`config.mk`:
```
export PLATFORM = sky130hd
export DESIGN_NAME = main_function_param
export DESIGN_NICKNAME = d
export VERILOG_FILES = /design/src/rtl/main_function_param.sv
export SDC_FILE = /design/constraint.sdc
export NUM_CORES = 1
export LEC_CHECK = 0
export ABC_AREA = 0
export BUFFER_PORTS_ARGS = -buffer_cell sky130_fd_sc_hd__buf_2
export CAP_MARGIN = 10
export CORE_UTILIZATION = 54
export CTS_CLUSTER_SIZE = 8
export DETAILED_ROUTE_END_ITERATION = 16
export PLACE_DENSITY_LB_ADDON = 0.15
export SETUP_SLACK_MARGIN = 0.2
export SYNTH_ARGS = -nofsm -noshare
export SYNTH_HDL_FRONTEND = slang
export SYNTH_SLANG_ARGS = --single-unit
```
`constraint.sdc`:
```
create_clock -name clk_i -period 2.72 [get_ports clk_i]
set_clock_uncertainty 0.2 [all_clocks]
set_input_delay 0.136 -clock clk_i [delete_from_list [all_inputs] [get_ports clk_i]]
set_output_delay 0.136 -clock clk_i [all_outputs]
set_load 0.02 [all_outputs]
```
`src/rtl/main_function_param.sv`:
```
// Sequential shift-add multiplier computing a*b, a^2*b or a^3 on W-bit unsigned
// operands into a 3W-bit result, behind a start/busy/done handshake.
module main_function_param #(
  parameter int unsigned W = 8
) (
  input  logic             clk_i,
  input  logic             rst_i,
  input  logic [W-1:0]     a_bi,
  input  logic [W-1:0]     b_bi,
  input  logic [1:0]       mode_bi,
  input  logic             start_i,
  output logic             busy_o,
  output logic             done_o,
  output logic             err_o,
  output logic [3*W-1:0]   result_bo
);

  localparam int unsigned RW = 3 * W;
  localparam int unsigned CW = (W > 1) ? $clog2(W) : 1;

  typedef enum logic [1:0] {StIdle, StMul1, StMul2, StDone} state_e;

  state_e          state_q, state_d;
  logic [W-1:0]    a_q, a_d, b_q, b_d;
  logic [1:0]      mode_q, mode_d;
  logic [RW-1:0]   mcand_q, mcand_d;
  logic [W-1:0]    mplier_q, mplier_d;
  logic [RW-1:0]   acc_q, acc_d;
  logic [CW-1:0]   cnt_q, cnt_d;
  logic            err_pend_q, err_pend_d;
  logic            busy_q, busy_d;
  logic            done_q, done_d;
  logic            err_q, err_d;
  logic [RW-1:0]   result_q, result_d;
  logic [RW-1:0]   step_acc;

  always_comb begin
    state_d    = state_q;
    a_d        = a_q;
    b_d        = b_q;
    mode_d     = mode_q;
    mcand_d    = mcand_q;
    mplier_d   = mplier_q;
    acc_d      = acc_q;
    cnt_d      = cnt_q;
    err_pend_d = err_pend_q;
    busy_d     = busy_q;
    done_d     = 1'b0;
    err_d      = err_q;
    result_d   = result_q;
    step_acc   = acc_q + (mplier_q[0] ? mcand_q : '0);

    unique case (state_q)
      StIdle: begin
        if (start_i) begin
          a_d      = a_bi;
          b_d      = b_bi;
          mode_d   = mode_bi;
          acc_d    = '0;
          cnt_d    = CW'(W - 1);
          busy_d   = 1'b1;
          mcand_d  = RW'(a_bi);
          mplier_d = (mode_bi == 2'b00) ? b_bi : a_bi;
          if (mode_bi == 2'b11) begin
            state_d    = StDone;
            err_pend_d = 1'b1;
          end else begin
            state_d    = StMul1;
            err_pend_d = 1'b0;
          end
        end
      end
      StMul1: begin
        acc_d    = step_acc;
        mcand_d  = mcand_q << 1;
        mplier_d = mplier_q >> 1;
        cnt_d    = cnt_q - 1'b1;
        if (cnt_q == '0) begin
          if (mode_q == 2'b00) begin
            state_d = StDone;
          end else begin
            // First product becomes the multiplicand of the second pass.
            state_d  = StMul2;
            mcand_d  = step_acc;
            acc_d    = '0;
            mplier_d = (mode_q == 2'b01) ? b_q : a_q;
            cnt_d    = CW'(W - 1);
          end
        end
      end
      StMul2: begin
        acc_d    = step_acc;
        mcand_d  = mcand_q << 1;
        mplier_d = mplier_q >> 1;
        cnt_d    = cnt_q - 1'b1;
        if (cnt_q == '0) state_d = StDone;
      end
      StDone: begin
        result_d = err_pend_q ? '0 : acc_q;
        err_d    = err_pend_q;
        done_d   = 1'b1;
        busy_d   = 1'b0;
        state_d  = StIdle;
      end
      default: state_d = StIdle;
    endcase
  end

  always_ff @(posedge clk_i) begin
    if (rst_i) begin
      state_q    <= StIdle;
      a_q        <= '0;
      b_q        <= '0;
      mode_q     <= '0;
      mcand_q    <= '0;
      mplier_q   <= '0;
      acc_q      <= '0;
      cnt_q      <= '0;
      err_pend_q <= 1'b0;
      busy_q     <= 1'b0;
      done_q     <= 1'b0;
      err_q      <= 1'b0;
      result_q   <= '0;
    end else begin
      state_q    <= state_d;
      a_q        <= a_d;
      b_q        <= b_d;
      mode_q     <= mode_d;
      mcand_q    <= mcand_d;
      mplier_q   <= mplier_d;
      acc_q      <= acc_d;
      cnt_q      <= cnt_d;
      err_pend_q <= err_pend_d;
      busy_q     <= busy_d;
      done_q     <= done_d;
      err_q      <= err_d;
      result_q   <= result_d;
    end
  end

  assign busy_o    = busy_q;
  assign done_o    = done_q;
  assign err_o     = err_q;
  assign result_bo = result_q;

endmodule

```
==> key figures <==
Run status
  – Status: finished clean

Power
  – Leak: 2.97 nW
  – Max IR drop VDD: 0.916 mV
  – PwrDens: approximately 650 nW/µm²
  – Sw Pwr: 0.00185 W
  – Internal Pwr Total: 0.00278 W
  – Reg power frac: 0.412
  – Clock power frac: 0.208
  – Sw Share: 0.399
  – Logic pwr share: 0.381

Worst setup path
  – Cell count of the worst reg-to-reg path: 11
  – Critical Path End Type: flop
  – Setup crit start kind: flop
  – Crit Path Max Fanout: 7
  – Data arrival time of the critical path: between 2000 and 3000 ps
  – Slowest CP cell: dfxtp_4
  – CP required: 2790 ps
  – Crit path kind: reg2reg
  – CP peak stage delay: 380 ps
  – Ordered cell list for the critical path: buf_6 -> and2_4 -> ha_4 -> nand4_1 -> o211ai_1 -> nand3_1 -> o21ba_4 -> buf_4 -> buf_6 -> mux2i_1 -> nand2_1
  – R2R setup slack: 30 ps
  – R2R Path Start: mplier_q[0]
  – CP most frequent cell: buf_6
  – RR Endpoint: acc_q[22]

Layout
  – Area Overhead vs Synth: 24.0%
  – Finished Layout Cells: 942
  – Fillers: 821
  – Number of nets in the layout: 853
  – Share of layout cells above drive strength 1: 0.221
  – Number of diodes: 0

Clock network
  – Worst-Skew Late Latency: 390 ps
  – Root Buffer: clkbuf_8
  – Clock Path Buffers: 2
  – CTS buffer count: 9
  – Clk slew on worst S/H paths: 110 ps
  – Clk sinks: 107
  – CTS tree: built
  – H-tree depth: 3

Global route
  – Total grt overflow: 0
  – Wire length of the first global-routing pass: between 20 and 30 mm
  – Pin count of the biggest net entering global routing: 47
  – Vias in the first global route: ~5.4k
  – Gr usage total: 0.293
  – Antenna violations before repair: 0

Timing
  – Slew @ Worst Pin: approximately 740 ps
  – Final setup viols: 0
  – Minimum clock period: 2690 ps
  – Achievable Freq: 0.371 GHz
  – Fin Setup TNS: 0 ps
  – Period utilization: 0.990
  – Fin. Hold Viols: 0
  – Slew HR: 0.505
  – Pins over their slew limit: 0
  – RSZ-0062 raised after global routing: true

Floorplan
  – CORE AREA: between 10000 and 15000 µm²
  – Die X: between 100 and 150 µm
  – Die H: ~110 µm
  – Initial core utilization: 0.558
  – Io pins: 48
  – Full die area: about 11000 µm²
  – Row count: 37

Drt
  – Detailed-route wire length per cell: 17.2 µm
  – Routed wire length: 16.2 mm
  – DRC violations left: 0
  – Routed via count: around 5.7k
  – Initial DRT Pass Iterations: 5
  – Detail Route Antenna Nets: 0
  – Vias/cell: ~6.0
  – Initial DRC Count: 312

Place
  – DP Cell Count: 887
  – # port buffers: 47
  – DPL Wire Length: 10.8 mm
  – RePlAce Congestion: 0.892

Synthesis
  – Register area share after synthesis: 0.372
  – Synth warn: 0
  – Top cells by area, synth: dfxtp_1 37%, a21oi_1 8.0%, ha_1 6.5%, nand2_1 5.8%, nor2_1 4.2%
  – Leading area contributor after synthesis: dfxtp_1
  – Register bit count reported by yosys: 107
  – Distinct cells, synth: 56
  – Synth Area per Inst: 8.09 µm²
  – Async S/R FF share, synth: 0
  – Post-Syn Instances: between 700 and 800
  – EDFF count, synth: 0
  – Most common cell in the synthesized netlist: dfxtp_1
  – Synth Cell Area: roughly 5800 µm²
  – Syn nets: 764
  – Ys flop type: dfxtp_1
  – Top cells by count, synth: 107 x dfxtp_1, 92 x a21oi_1, 89 x nand2_1
  – Synth top area share: 0.372

Hold path
  – Hold Path Class: reg2reg
  – Cells on Worst Hold Path: 2
  – Hold Path End: mplier_q[6]
  – Hold wc startpoint: mplier_q[7]

Run
  – Max-cap violations: 0
cells by family (layout without fill, tap and decap cells):
family          after synthesis  in the layout  synth area share
compound gates              236            236             0.267
xor+xnor                     17             17            0.0258
fa+ha+maj                    31             31            0.0686
buf+inv                      54            148            0.0369
flops                       107            107             0.372
mux                          11             11            0.0191
simple gates                256            256             0.210
what timing repair did:
action                                  4_1_cts  5_1_grt
cloned                                        0        0
resized for setup                            30       36
hold buffers                                 20        0
pin swaps                                    18       20
endpoints found under the setup margin       19       33
endpoints found under the hold margin        30        0
buffers inserted                             12        7
metrics by stage:
stage / setup WS (ps) / total power, W / utilization / cell area [µm²] / hold WS, ps
floorplan: 141 / 0.00307 / - / 5820 / 72.0
global placement: 45.0 / 0.00352 / 0.611 / 6310 / 189
detailed placement: -63.2 / 0.00357 / 0.611 / 6310 / 203
CTS: 50.2 / 0.00459 / 0.670 / 6920 / 253
global route: -98.6 / 0.00490 / 0.692 / 7140 / 289
finish: 27.8 / 0.00463 / 0.692 / 7140 / 254
worst max path at each step:
stage	slack, ps	from	cells past startpoint	to
after floorplan	140	mplier_q[0]	11	mcand_q[22]
after global placement	40	mplier_q[0]	10	mcand_q[22]
after detailed placement	-60	mplier_q[0]	11	mcand_q[23]
after CTS	50	mplier_q[0]	10	mcand_q[22]
after global routing	-100	mplier_q[0]	12	mcand_q[12]
final	30	mplier_q[0]	11	acc_q[22]
state kept, by name, summed over array words and instances (netlist names):
name        count
err_pend_q      1
done_o          1
err_o           1
mplier_q        8
state_q         2
mode_q          2
acc_q          24
mcand_q        24
b_q             8
result_bo      24
busy_o          1
cnt_q           3
a_q             8
worst max-delay path: cells and delay by family, from the launching register on:
| family | cells | cell delay, ps |
|---|---|---|
| flops | 1 | 380 |
| mux | 1 | 190 |
| buf+inv | 3 | 370 |
| compound gates | 2 | 590 |
| fa+ha+maj | 1 | 270 |
| simple gates | 4 | 590 |
area by class of cell:
type / count / area, µm² / area share
Sequential cell: 107 / 2150 / 0.301
Clock inverter: 5 / 46.3 / 0.00648
Timing Repair Buffer: 122 / 860 / 0.120
Tap cell: 136 / 170 / 0.0238
Multi-Input combinational cell: 551 / 3740 / 0.523
Inverter: 10 / 37.5 / 0.00526
Clock buffer: 11 / 141 / 0.0198
cell usage in the layout, fill, tap and decap left out, types with 9 or more instances in the layout:
cell	netlist	final
dfxtp_1	107	104
nand2_1	89	86
a21oi_1	92	84
nor2_1	65	60
buf_4	1	52
buf_2	5	47
a22oi_1	28	28
nor2b_1	25	25
and2_1	25	20
ha_1	30	20
dlygate4sd3_1	0	20
o21ai_0	26	19
a22o_1	12	12
nor3_1	12	11
mux2i_1	11	11
clkbuf_8	0	10
inv_1	9	9
nand4_1	9	9
power groups by stage:
stage	Clock (W)	Combinational, W	Sequential (W)
2_1_floorplan	0	0.00117	0.00190
3_3_place_gp	0	0.00159	0.00193
4_1_cts	0.000968	0.00172	0.00190
3_5_place_dp	0	0.00163	0.00194
5_1_grt	0.00103	0.00194	0.00193
6_report	0.000961	0.00176	0.00191
routing by layer:
metal	vias to the layer above	global-route usage	routed length, µm
met5	-	0	0
met2	205	0.479	7490
met1	2673	0.399	7460
li1	2755	-	-
met3	29	0.0377	955
met4	0	0.0956	327
Power figures use the tool's default switching activity.
